**config.mk**
```make
export PLATFORM = sky130hd
export DESIGN_NAME = logic_unit_pipe
export DESIGN_NICKNAME = d
export VERILOG_FILES = /design/src/rtl/logic_unit_pkg.sv /design/src/rtl/logic_unit_core.sv /design/src/rtl/logic_unit_pipe.sv
export SDC_FILE = /design/constraint.sdc
export NUM_CORES = 1
export LEC_CHECK = 0
export ABC_AREA = 1
export BUFFER_PORTS_ARGS = -buffer_cell sky130_fd_sc_hd__clkbuf_2
export CAP_MARGIN = 20
export CELL_PAD_IN_SITES_DETAIL_PLACEMENT = 0
export CELL_PAD_IN_SITES_GLOBAL_PLACEMENT = 2
export CORE_MARGIN = 4
export CORE_UTILIZATION = 30
export DETAILED_ROUTE_END_ITERATION = 6
export PLACE_DENSITY = 0.76
export SYNTH_ARGS = -nofsm -noshare
export SYNTH_HDL_FRONTEND = slang
export SYNTH_SLANG_ARGS = --single-unit
export TNS_END_PERCENT = 50
```
**constraint.sdc**
```tcl
create_clock -name clk -period 4.1 [get_ports clk]
set_input_delay 0.205 -clock clk [delete_from_list [all_inputs] [get_ports clk]]
set_output_delay 0.205 -clock clk [all_outputs]
set_load 0.01 [all_outputs]
```
**src/rtl/logic_unit_pkg.sv**
```systemverilog
// Shared definitions for the logic unit family: operation encodings and select width.
package logic_unit_pkg;

    localparam int OP_W = 3;

    localparam logic [OP_W-1:0] OP_AND   = 3'b000;
    localparam logic [OP_W-1:0] OP_OR    = 3'b001;
    localparam logic [OP_W-1:0] OP_XOR   = 3'b010;
    localparam logic [OP_W-1:0] OP_XNOR  = 3'b011;
    localparam logic [OP_W-1:0] OP_NAND  = 3'b100;
    localparam logic [OP_W-1:0] OP_NOR   = 3'b101;
    localparam logic [OP_W-1:0] OP_ANDN  = 3'b110;
    localparam logic [OP_W-1:0] OP_PASSB = 3'b111;

endpackage

```
**src/rtl/logic_unit_core.sv**
```systemverilog
// Combinational N-bit bitwise logic core; shared with later ALU blocks.
module logic_unit_core
    import logic_unit_pkg::*;
#(
    parameter int N = 8
) (
    input  logic [N-1:0]    a,
    input  logic [N-1:0]    b,
    input  logic [OP_W-1:0] op,
    output logic [N-1:0]    y
);

    // Operation decode
    always_comb begin
        y = {N{1'b0}};
        case (op)
            OP_AND:   y = a & b;
            OP_OR:    y = a | b;
            OP_XOR:   y = a ^ b;
            OP_XNOR:  y = ~(a ^ b);
            OP_NAND:  y = ~(a & b);
            OP_NOR:   y = ~(a | b);
            OP_ANDN:  y = a & ~b;
            OP_PASSB: y = b;
            default:  y = {N{1'b0}};
        endcase
    end

endmodule

```
**src/rtl/logic_unit_pipe.sv**
```systemverilog
// Two-stage valid/ready pipelined logic unit with accumulator mode and zero/parity flags.
module logic_unit_pipe
    import logic_unit_pkg::*;
#(
    parameter int N = 8
) (
    input  logic            clk,
    input  logic            rst,
    input  logic            in_valid,
    output logic            in_ready,
    input  logic [N-1:0]    a,
    input  logic [N-1:0]    b,
    input  logic [OP_W-1:0] op,
    input  logic            acc_en,
    input  logic            acc_clr,
    output logic            out_valid,
    input  logic            out_ready,
    output logic [N-1:0]    result,
    output logic            zero,
    output logic            parity,
    output logic [N-1:0]    acc
);

    function automatic logic odd_parity(input logic [N-1:0] v);
        return ^v;
    endfunction

    logic            s1_valid_q, s1_valid_d;
    logic [N-1:0]    s1_a_q, s1_a_d;
    logic [N-1:0]    s1_b_q, s1_b_d;
    logic [OP_W-1:0] s1_op_q, s1_op_d;
    logic            s1_acc_en_q, s1_acc_en_d;

    logic            out_valid_q, out_valid_d;
    logic [N-1:0]    result_q, result_d;
    logic            zero_q, zero_d;
    logic            parity_q, parity_d;
    logic [N-1:0]    acc_q, acc_d;

    logic            s2_ready_s;
    logic            s2_load_s;
    logic [N-1:0]    core_a_s;
    logic [N-1:0]    core_y_s;

    assign s2_ready_s = !out_valid_q || out_ready;
    assign in_ready   = !s1_valid_q || s2_ready_s;
    assign s2_load_s  = s2_ready_s && s1_valid_q;

    // The accumulator is read at compute time so chained acc beats need no bubble.
    assign core_a_s = s1_acc_en_q ? acc_q : s1_a_q;

    logic_unit_core #(.N(N)) u_core (
        .a  (core_a_s),
        .b  (s1_b_q),
        .op (s1_op_q),
        .y  (core_y_s)
    );

    // Next-state for both pipeline stages, flags and accumulator
    always_comb begin
        s1_valid_d  = s1_valid_q;
        s1_a_d      = s1_a_q;
        s1_b_d      = s1_b_q;
        s1_op_d     = s1_op_q;
        s1_acc_en_d = s1_acc_en_q;
        out_valid_d = out_valid_q;
        result_d    = result_q;
        zero_d      = zero_q;
        parity_d    = parity_q;
        acc_d       = acc_q;

        if (in_ready) begin
            s1_valid_d = in_valid;
            if (in_valid) begin
                s1_a_d      = a;
                s1_b_d      = b;
                s1_op_d     = op;
                s1_acc_en_d = acc_en;
            end else begin
                s1_a_d      = s1_a_q;
            end
        end else begin
            s1_valid_d = s1_valid_q;
        end

        if (s2_ready_s) begin
            out_valid_d = s1_valid_q;
            if (s1_valid_q) begin
                result_d = core_y_s;
                zero_d   = (core_y_s == {N{1'b0}});
                parity_d = odd_parity(core_y_s);
            end else begin
                result_d = result_q;
            end
        end else begin
            out_valid_d = out_valid_q;
        end

        // A coincident clear beats the write-back of an acc beat.
        if (acc_clr) begin
            acc_d = {N{1'b0}};
        end else if (s2_load_s && s1_acc_en_q) begin
            acc_d = core_y_s;
        end else begin
            acc_d = acc_q;
        end
    end

    // State registers with synchronous reset
    always_ff @(posedge clk) begin
        if (rst) begin
            s1_valid_q  <= 1'b0;
            s1_a_q      <= {N{1'b0}};
            s1_b_q      <= {N{1'b0}};
            s1_op_q     <= {OP_W{1'b0}};
            s1_acc_en_q <= 1'b0;
            out_valid_q <= 1'b0;
            result_q    <= {N{1'b0}};
            zero_q      <= 1'b1;
            parity_q    <= 1'b0;
            acc_q       <= {N{1'b0}};
        end else begin
            s1_valid_q  <= s1_valid_d;
            s1_a_q      <= s1_a_d;
            s1_b_q      <= s1_b_d;
            s1_op_q     <= s1_op_d;
            s1_acc_en_q <= s1_acc_en_d;
            out_valid_q <= out_valid_d;
            result_q    <= result_d;
            zero_q      <= zero_d;
            parity_q    <= parity_d;
            acc_q       <= acc_d;
        end
    end

    assign out_valid = out_valid_q;
    assign result    = result_q;
    assign zero      = zero_q;
    assign parity    = parity_q;
    assign acc       = acc_q;

endmodule

```
* Word-level counts from Yosys, hierarchy flattened
Cells that the tools add are included.
** Storage, ports and cells
- Word-level logic and storage cells :: 39
- Output and inout port bits :: 20
- Input bits :: 25
- Bits in registers :: 40
** Cells by class
- Mux-type cells :: 2
- Reduce and logical (&&, ||, !) cells :: 12
- Bitwise gates (word level) :: 8
- Eq/ne operators :: 7
** Operator list (number)
- case mux 8 bit (8 select lines) :: 1
- NOT 8 bit :: 4
- bitwise AND 8 bit :: 2
- == test 3 bit, second input constant :: 4
- zero test 8 bit :: 1
- two-way mux 8 bit :: 1
- OR 8 bit :: 1
- parity 8 bit :: 1
- XOR 8 bit :: 1
- == test 3 x 2 -> 1 bit, second input constant :: 2
- AND reduction 2 bit :: 2
- == test 3 x 1 -> 1 bit, second input constant :: 1
- zero test 3 bit :: 1
- logical AND 1 bit :: 2
- zero test 1 bit :: 2
- logical OR 1 bit :: 2
- OR reduction 2 bit :: 1

* Depth between registers and ports, before layout
Gate-level depths: netlist of run 1.
- Depth after elaboration :: 5
- Mapped depth :: 16
- Mapped depth without buffers :: 16

* By module
From an unflattened synthesis of run 1, not the netlist that was laid out.
** Second synthesis, totals
- Cells, all modules :: 427
- Area, all modules :: 2777.7 µm²
** By module, submodules not included
- logic_unit_pipe :: sequential area each 800.8 µm², instances 1, cells each 241, area each 1690.4 µm²
- logic_unit_core :: sequential area each 0.0 µm², instances 1, cells each 186, area each 1087.3 µm²

* Least setup slack after synthesis of run 1
Ideal clock, no wire load.
- Path type :: reg-to-reg
- Start point :: reg s1_acc_en_q
- End point :: reg parity_q (netlist: parity)
- Arrival :: 2.194 ns
- Setup slack :: 1.790 ns
- Buffers on the path :: 0
- Period minus slack after synthesis :: 2.310 ns
- Data required time :: 3.985 ns
- Setup time :: 0.115 ns
- Stages on the path, launching flop included :: 17
- Cell sequence :: dfxtp_1 > inv_2 > or2_2 > o21ai_0 > inv_1 > ha_1 > inv_1 > nand3_1 > nand2_1 > nor2_1 > nand3_2 > inv_1 > ha_1 > xor2_1 > xnor2_1 > o21ai_0 > inv_1
** On the way
- Word-level cells in the longest chain between the ends :: 5
- Elaborated cells between the ends (all ways) :: 10
- Those cells by class :: mux (2); bitwise (7); reduce/logical (1)
** RTL lines
- from (decl) :: line logic_unit_pipe.sv:32 : logic s1_acc_en_q, s1_acc_en_d;
- from (signal assigned) :: line logic_unit_pipe.sv:127 : s1_acc_en_q <= s1_acc_en_d;
- two-way mux 8 bit * :: line logic_unit_pipe.sv:50 : assign core_a_s = s1_acc_en_q ? acc_q : s1_a_q;
- OR 8 bit, or another cell as far along :: line logic_unit_core.sv:18, logic_unit_core.sv:22
- NOT 8 bit, on equally long branches :: line logic_unit_core.sv:22, logic_unit_core.sv:20, logic_unit_core.sv:21
- case mux 8 bit (8 select lines) * :: line logic_unit_core.sv:16 : case (op)
- parity 8 bit * :: line logic_unit_pipe.sv:25 : return ^v;
- to (signal assigned) :: line logic_unit_pipe.sv:131 : parity_q <= parity_d;
- to (decl) :: line logic_unit_pipe.sv:37 : logic parity_q, parity_d;
Mark *: on every way between the ends. The rest lies on a longest branch, timed or not.
A chain may end at the register's enable or synchronous reset.

* Worst setup path after layout of run 1
Ends and elaborated chain as after synthesis.

==> results of run 1 <==
==> worst max-delay path: cells and delay by family, from the launching register on <==
family	cells	cell delay (ps)
buf+inv	5	410
compound gates	2	340
fa+ha+maj	2	510
xor+xnor	2	300
simple gates	5	600
flops	1	460
==> cell usage in the layout (no fill, tap or decap) <==
cell type / instances
nor2_8: 3
inv_8: 1
nand2_4: 2
nor2_2: 16
nand2_2: 3
clkbuf_2: 44
ha_1: 28
nand4_2: 2
xnor2_1: 2
clkbuf_8: 5
inv_6: 1
a21oi_2: 2
nand3_2: 7
xor2_1: 1
nand4_1: 31
inv_2: 4
o21ai_0: 46
clkinvlp_4: 1
bufinv_16: 1
a21oi_1: 15
inv_1: 45
or2_2: 8
inv_4: 1
nand2_1: 44
nor2_4: 1
nor2_1: 54
dfxtp_1: 40
nand3_1: 10
buf_4: 4
==> Yosys cell counts <==
| master | instances |
|---|---|
| inv_1 | 45 |
| ha_1 | 28 |
| nand2_1 | 44 |
| a21oi_1 | 15 |
| buf_2 | 5 |
| inv_8 | 1 |
| xnor2_1 | 2 |
| a21oi_2 | 2 |
| inv_4 | 1 |
| nor2_8 | 3 |
| nor2_4 | 1 |
| nor2_2 | 16 |
| clkbuf_1 | 2 |
| buf_4 | 3 |
| nand4_2 | 2 |
| nor2_1 | 54 |
| nand2_2 | 3 |
| o21ai_0 | 46 |
| nand3_1 | 10 |
| or2_2 | 8 |
| inv_2 | 4 |
| nand3_2 | 7 |
| xor2_1 | 1 |
| nand2_4 | 2 |
| nand4_1 | 31 |
| buf_8 | 1 |
| dfxtp_1 | 40 |
| buf_6 | 6 |
==> stage by stage <==
stage | instance area [µm²] | utilization | hold slack (ps)
3_5_place_dp | 3060 | 0.333 | 460
6_report | 3180 | 0.345 | 141
4_1_cts | 3180 | 0.345 | 138
3_3_place_gp | 3060 | 0.333 | 455
2_1_floorplan | 2810 | - | 274
5_1_grt | 3180 | 0.345 | 141
==> cell type report <==
class	count	area, µm²	share of cell area
inverter	51	201	0.0634
multi-input combinational	275	1670	0.526
clock inverter	3	46.3	0.0146
timing repair buffer	48	250	0.0788
tap	111	139	0.0437
clock buffer	5	68.8	0.0217
sequential	40	801	0.252
==> logic make-up (layout without fill, tap and decap cells) <==
kind of cell	count (synthesis)	in the layout
xor gates and xnor gates	3	3
adders and majority gates	28	28
buffers and inverters	68	107
AOI/OAI and AO/OA	63	63
and+or+nand+nor	181	181
DFF	40	40
==> state kept, by name, indices dropped and copies added, names as in the netlist <==
signal / cells
acc: 8
result: 8
s1_a_q: 8
s1_b_q: 8
s1_op_q: 3
out_valid: 1
parity: 1
s1_acc_en_q: 1
s1_valid_q: 1
zero: 1
==> how the worst min path moves through the flow <==
stage / start / end / slack (ps) / cells past startpoint
finish: rst / out_valid / 140 / 2
global route: a[4] / s1_a_q[4] / 140 / 3
CTS: rst / out_valid / 140 / 2
detailed placement: a[4] / s1_a_q[4] / 460 / 3
global placement: a[7] / s1_a_q[7] / 450 / 3
floorplan: rst / out_valid / 270 / 1
==> report_power, final <==
part | internal (mW) | leakage (nW) | total, mW | switching [mW]
logic | 0.114 | 1.23 | 0.303 | 0.188
registers | 0.414 | 0.330 | 0.441 | 0.0277
clock network | 0.184 | 0.0548 | 0.358 | 0.174
==> metal layers <==
metal  global-route usage  wire length [µm]
met1                0.211              4030
met5                    0                 0
met2                0.236              3630
met4               0.0384               105
met3               0.0235               257
==> flow_summary.ini, run 1 <==
[outcome]
status = completed

[yosys]
synth_fa_ha_area_frac = 0.125
netlist.area_leader.share = 0.285
synthesis.nets = 436
yosysSeqAreaShare = 0.285
synth_xor_area_frac = 0.00935
synth.largest_area_cell = dfxtp_1
synthTopCellsByArea = dfxtp_1 (29%), ha_1 (12%), o21ai_0 (8.2%), nor2_1 (7.2%), nand4_1 (6.9%)
synth.avg_cell_area_um2 = 7.33
syn_area_mm2 = 0.00281
syn-instance-count = 383
synthMuxAreaShare = 0
synth_top_family_by_area = simple AND/OR/NAND/NOR gates
yosys_warnings = 0
synth_compound_area_frac = 0.115
ys_ff_latch = 40
synth_simple_gate_area_frac = 0.345
synthDistinctLibCells = 28

[detailed_routing]
drt_pass1_iterations = 4
drc = 0
wl_per_cell_um = 15.1
via_per_inst = 4.79
wirelength_mm = 8.03
dr.first_iter.drc_count = 168
vias = 2555
antenna_left = 0

[finish]
layoutNonFillerInstCount = 533
fillers = 984
fin_nets = 474
syn2layout_area_growth_pct = 13.1
drive_gt1_frac = 0.251
diodes = 0

[pwr]
power.density_mw_per_mm2 = 347
total_power_mw = 1.10
irDropWorstVdd_uv = 171
leakage_nw = 1.61

[sta]
fmax_mhz = 368
skew_ps = 16.0
setup_slack_ps = 1380
min_period_ps = 2720
tightestPinTransition_ps = 746
slew_violations = 0
rsz0062_at_grt = no
maxSlewHeadroom = 0.502
finalHoldViolCount = 0
tns_ps = 0
min_period_over_period = 0.662
setup_viol_count_final = 0

[place]
place_inst = 525
io_buffers = 44
dp_slack_ps = 1350
dp_hpwl_mm = 5.96
place.gp.congestion = 0.790

[cts]
cts_tree = built
postCtsHoldBufs = 0
clockRootBuffer = clkbuf_8
cts_buffers = 5
insertion_delay_ps = 310
htreeDepth = 2
cts_setup_buffers = 0
clk_pin_slew_worst_paths_ps = 100
cts_resized = 0
clockBufferDepth = 2
cts.sink_count = 40

[setup_path]
rr_endpoint = parity
crit_chain = inv_2 -> or2_2 -> o21ai_0 -> inv_1 -> ha_1 -> inv_1 -> nand3_1 -> nand2_1 -> nor2_2 -> nand3_2 -> inv_1 -> ha_1 -> xnor2_1 -> xnor2_1 -> o21ai_0 -> inv_1
end_kind = register
cp.required_ps = 4300
slowest_stage = dfxtp_1
crit_fanout = 10
crit_top_cell = inv_1
r2r_cells = 16
worstSetupPathType = register to register
timing.rr.start = s1_acc_en_q
start_kind = register
cp-startpoint = s1_acc_en_q
crit_arrival_ps = 2920
crit_path_max_incr_delay_ps = 460
crit_path_end = parity
reg2reg_setup_slack_ps = 1380

[global_routing]
grt_pass1_vias = 2432
grt_first_pass_wirelength_mm = 13.2
grt-ovfl-total = 0
antenna_found_initial = 0
track_usage = 0.149
grt_max_degree = 29

[floorplan]
start_util = 0.305
core_area_mm2 = 0.00920
die_y_um = 105
die_area_mm2 = 0.0110
pin_count = 45
rows = 35
die-width_um = 105

[worst_hold_path]
min_path_type = input port to register

[run]
maxCapViolCount = 0
Power figures use the tool's default switching activity.
==> run 2, diff against run 1 <==
==> constraint.sdc (replaced) <==
create_clock -name clk -period 2.56 [get_ports clk]
set_input_delay 0.128 -clock clk [delete_from_list [all_inputs] [get_ports clk]]
set_output_delay 0.128 -clock clk [all_outputs]
set_load 0.01 [all_outputs]
==> run 2 against run 1 <==
  * Largest power group unchanged
  * Sequential share of layout area shrank 0.90 points
  * Highest routed layer unchanged
  * Wire length is 4.7% lower
  * Design area grew 3.7%
  * Fmax grew 14%
  * Flip-flop and latch count unchanged
  * Sequential power up 58%
==> flow_summary.ini, run 2 (synthesis results as in run 1) <==
[global_routing]
antenna_found_initial = 0
grt_pass1_vias = 2548
grt_first_pass_wirelength_mm = 12.8
grt-ovfl-total = 0
grt_max_degree = 34
track_usage = 0.143

[detailed_routing]
antenna_left = 0
wl_per_cell_um = 14.2
dr.first_iter.drc_count = 84
vias = 2587
drc = 0
wirelength_mm = 7.65
drt_pass1_iterations = 4
via_per_inst = 4.79

[place]
place.gp.congestion = 0.794
dp_slack_ps = 74.9
dp_hpwl_mm = 5.83
io_buffers = 44
placed_cell_area_mm2 = 0.00314
place_inst = 532

[setup_path]
timing.rr.start = s1_acc_en_q
start_kind = register
worstSetupPathType = register to register
crit_fanout = 10
cp-startpoint = s1_acc_en_q
crit_arrival_ps = 2570
slowest_stage = dfxtp_1
crit_top_cell = inv_1
cp.required_ps = 2750
end_kind = register
crit_path_max_incr_delay_ps = 340
crit_chain = inv_2 -> or2_2 -> o21ai_1 -> inv_1 -> ha_1 -> inv_1 -> nand3_1 -> nand2_1 -> nor2_1 -> nand3_2 -> inv_1 -> ha_1 -> xor2_1 -> xnor2_1 -> o21ai_1 -> inv_1

[finish]
fin_nets = 481
fillers = 1037
diodes = 0
utilization = 0.358
postLayoutCellArea_mm2 = 0.00329
syn2layout_area_growth_pct = 17.2
layout_commonest_cell = nor2_1
layoutNonFillerInstCount = 540
drive_gt1_frac = 0.282
layout_common_cells = nor2_1 (53), inv_1 (45), nand2_1 (44), clkbuf_2 (44), dfxtp_1 (40)

[sta]
slew_violations = 0
fmax_mhz = 420
holdWs_ps = 84.0
skew_ps = 7.11
finalHoldViolCount = 0
rsz0062_at_grt = no
maxSlewHeadroom = 0.504
min_period_ps = 2380
tightestPinTransition_ps = 744
setup_viol_count_final = 0
setup_slack_ps = 180
min_period_over_period = 0.930
tns_ps = 0

[cts]
cts.sink_count = 40
postCtsHoldBufs = 0
htreeDepth = 2
clk_pin_slew_worst_paths_ps = 80
clockRootBuffer = clkbuf_8
cts_tree = built
clockBufferDepth = 2
cts_resized = 0
cts_setup_buffers = 0
cts_buffers = 5
insertion_delay_ps = 290

[outcome]
status = completed

[worst_hold_path]
hold_start = a[3]
min_path_type = input port to register

[floorplan]
core_area_mm2 = 0.00920
rows = 35
pin_count = 45
die-width_um = 105
start_util = 0.305
die_area_mm2 = 0.0110
die_y_um = 105

[run]
maxCapViolCount = 0

[pwr]
total_power_mw = 1.79
leakage_nw = 1.67
power.density_mw_per_mm2 = 544
irDropWorstVdd_uv = 223
==> run 2: cell count changes in the layout (fill, tap and decap cells not counted), moves of 2 or more <==
cell,previous run,this run
o21ai_1,0,2
buf_12,0,2
clkbuf_8,5,7
o21ai_2,0,7
o21ai_0,46,37
buf_4,4,9
==> run 2: layer usage <==
metal	wire length (µm)	GRT usage	vias to the layer above	part of all wire
met5	0	0	-	0
met4	42	0.0337	0	0.0055
met3	227	0.0229	2	0.030
met2	3680	0.246	50	0.48
met1	3700	0.188	1189	0.48
li1	-	-	1346	-
==> run 2: area by class of cell <==
class                           count  area [µm²]  area share
Sequential cell                    40         801       0.243
Multi-Input combinational cell    275        1700       0.516
Tap cell                          111         139      0.0422
Timing Repair Buffer               55         328      0.0995
Clock inverter                      1        30.0     0.00912
Inverter                           51         201      0.0612
Clock buffer                        7        96.3      0.0293
==> run 2: worst paths after layout <==
| path | endpoint | slack, ps | cells past startpoint |
|---|---|---|---|
| worst max-delay path | parity | 180 | 16 |
| worst max register to register | parity | 180 | 16 |
| worst min register to register | zero | 480 | 2 |
| worst min-delay path | s1_a_q[3] | 80 | 3 |
==> run 2: worst max-delay path: cells and delay by family, from the launching register on <==
kind	cells	cell delay, ps
and+or+nand+nor	5	580
adders and majority gates	2	510
DFF	1	340
buffers and inverters	5	330
xor gates and xnor gates	2	300
AOI/OAI and AO/OA	2	230
==> run 2: power breakdown <==
part	total, mW	leakage [nW]	internal (mW)	switching, mW
clock network	0.568	0.0645	0.344	0.224
logic	0.529	1.28	0.208	0.321
registers	0.695	0.330	0.663	0.0329
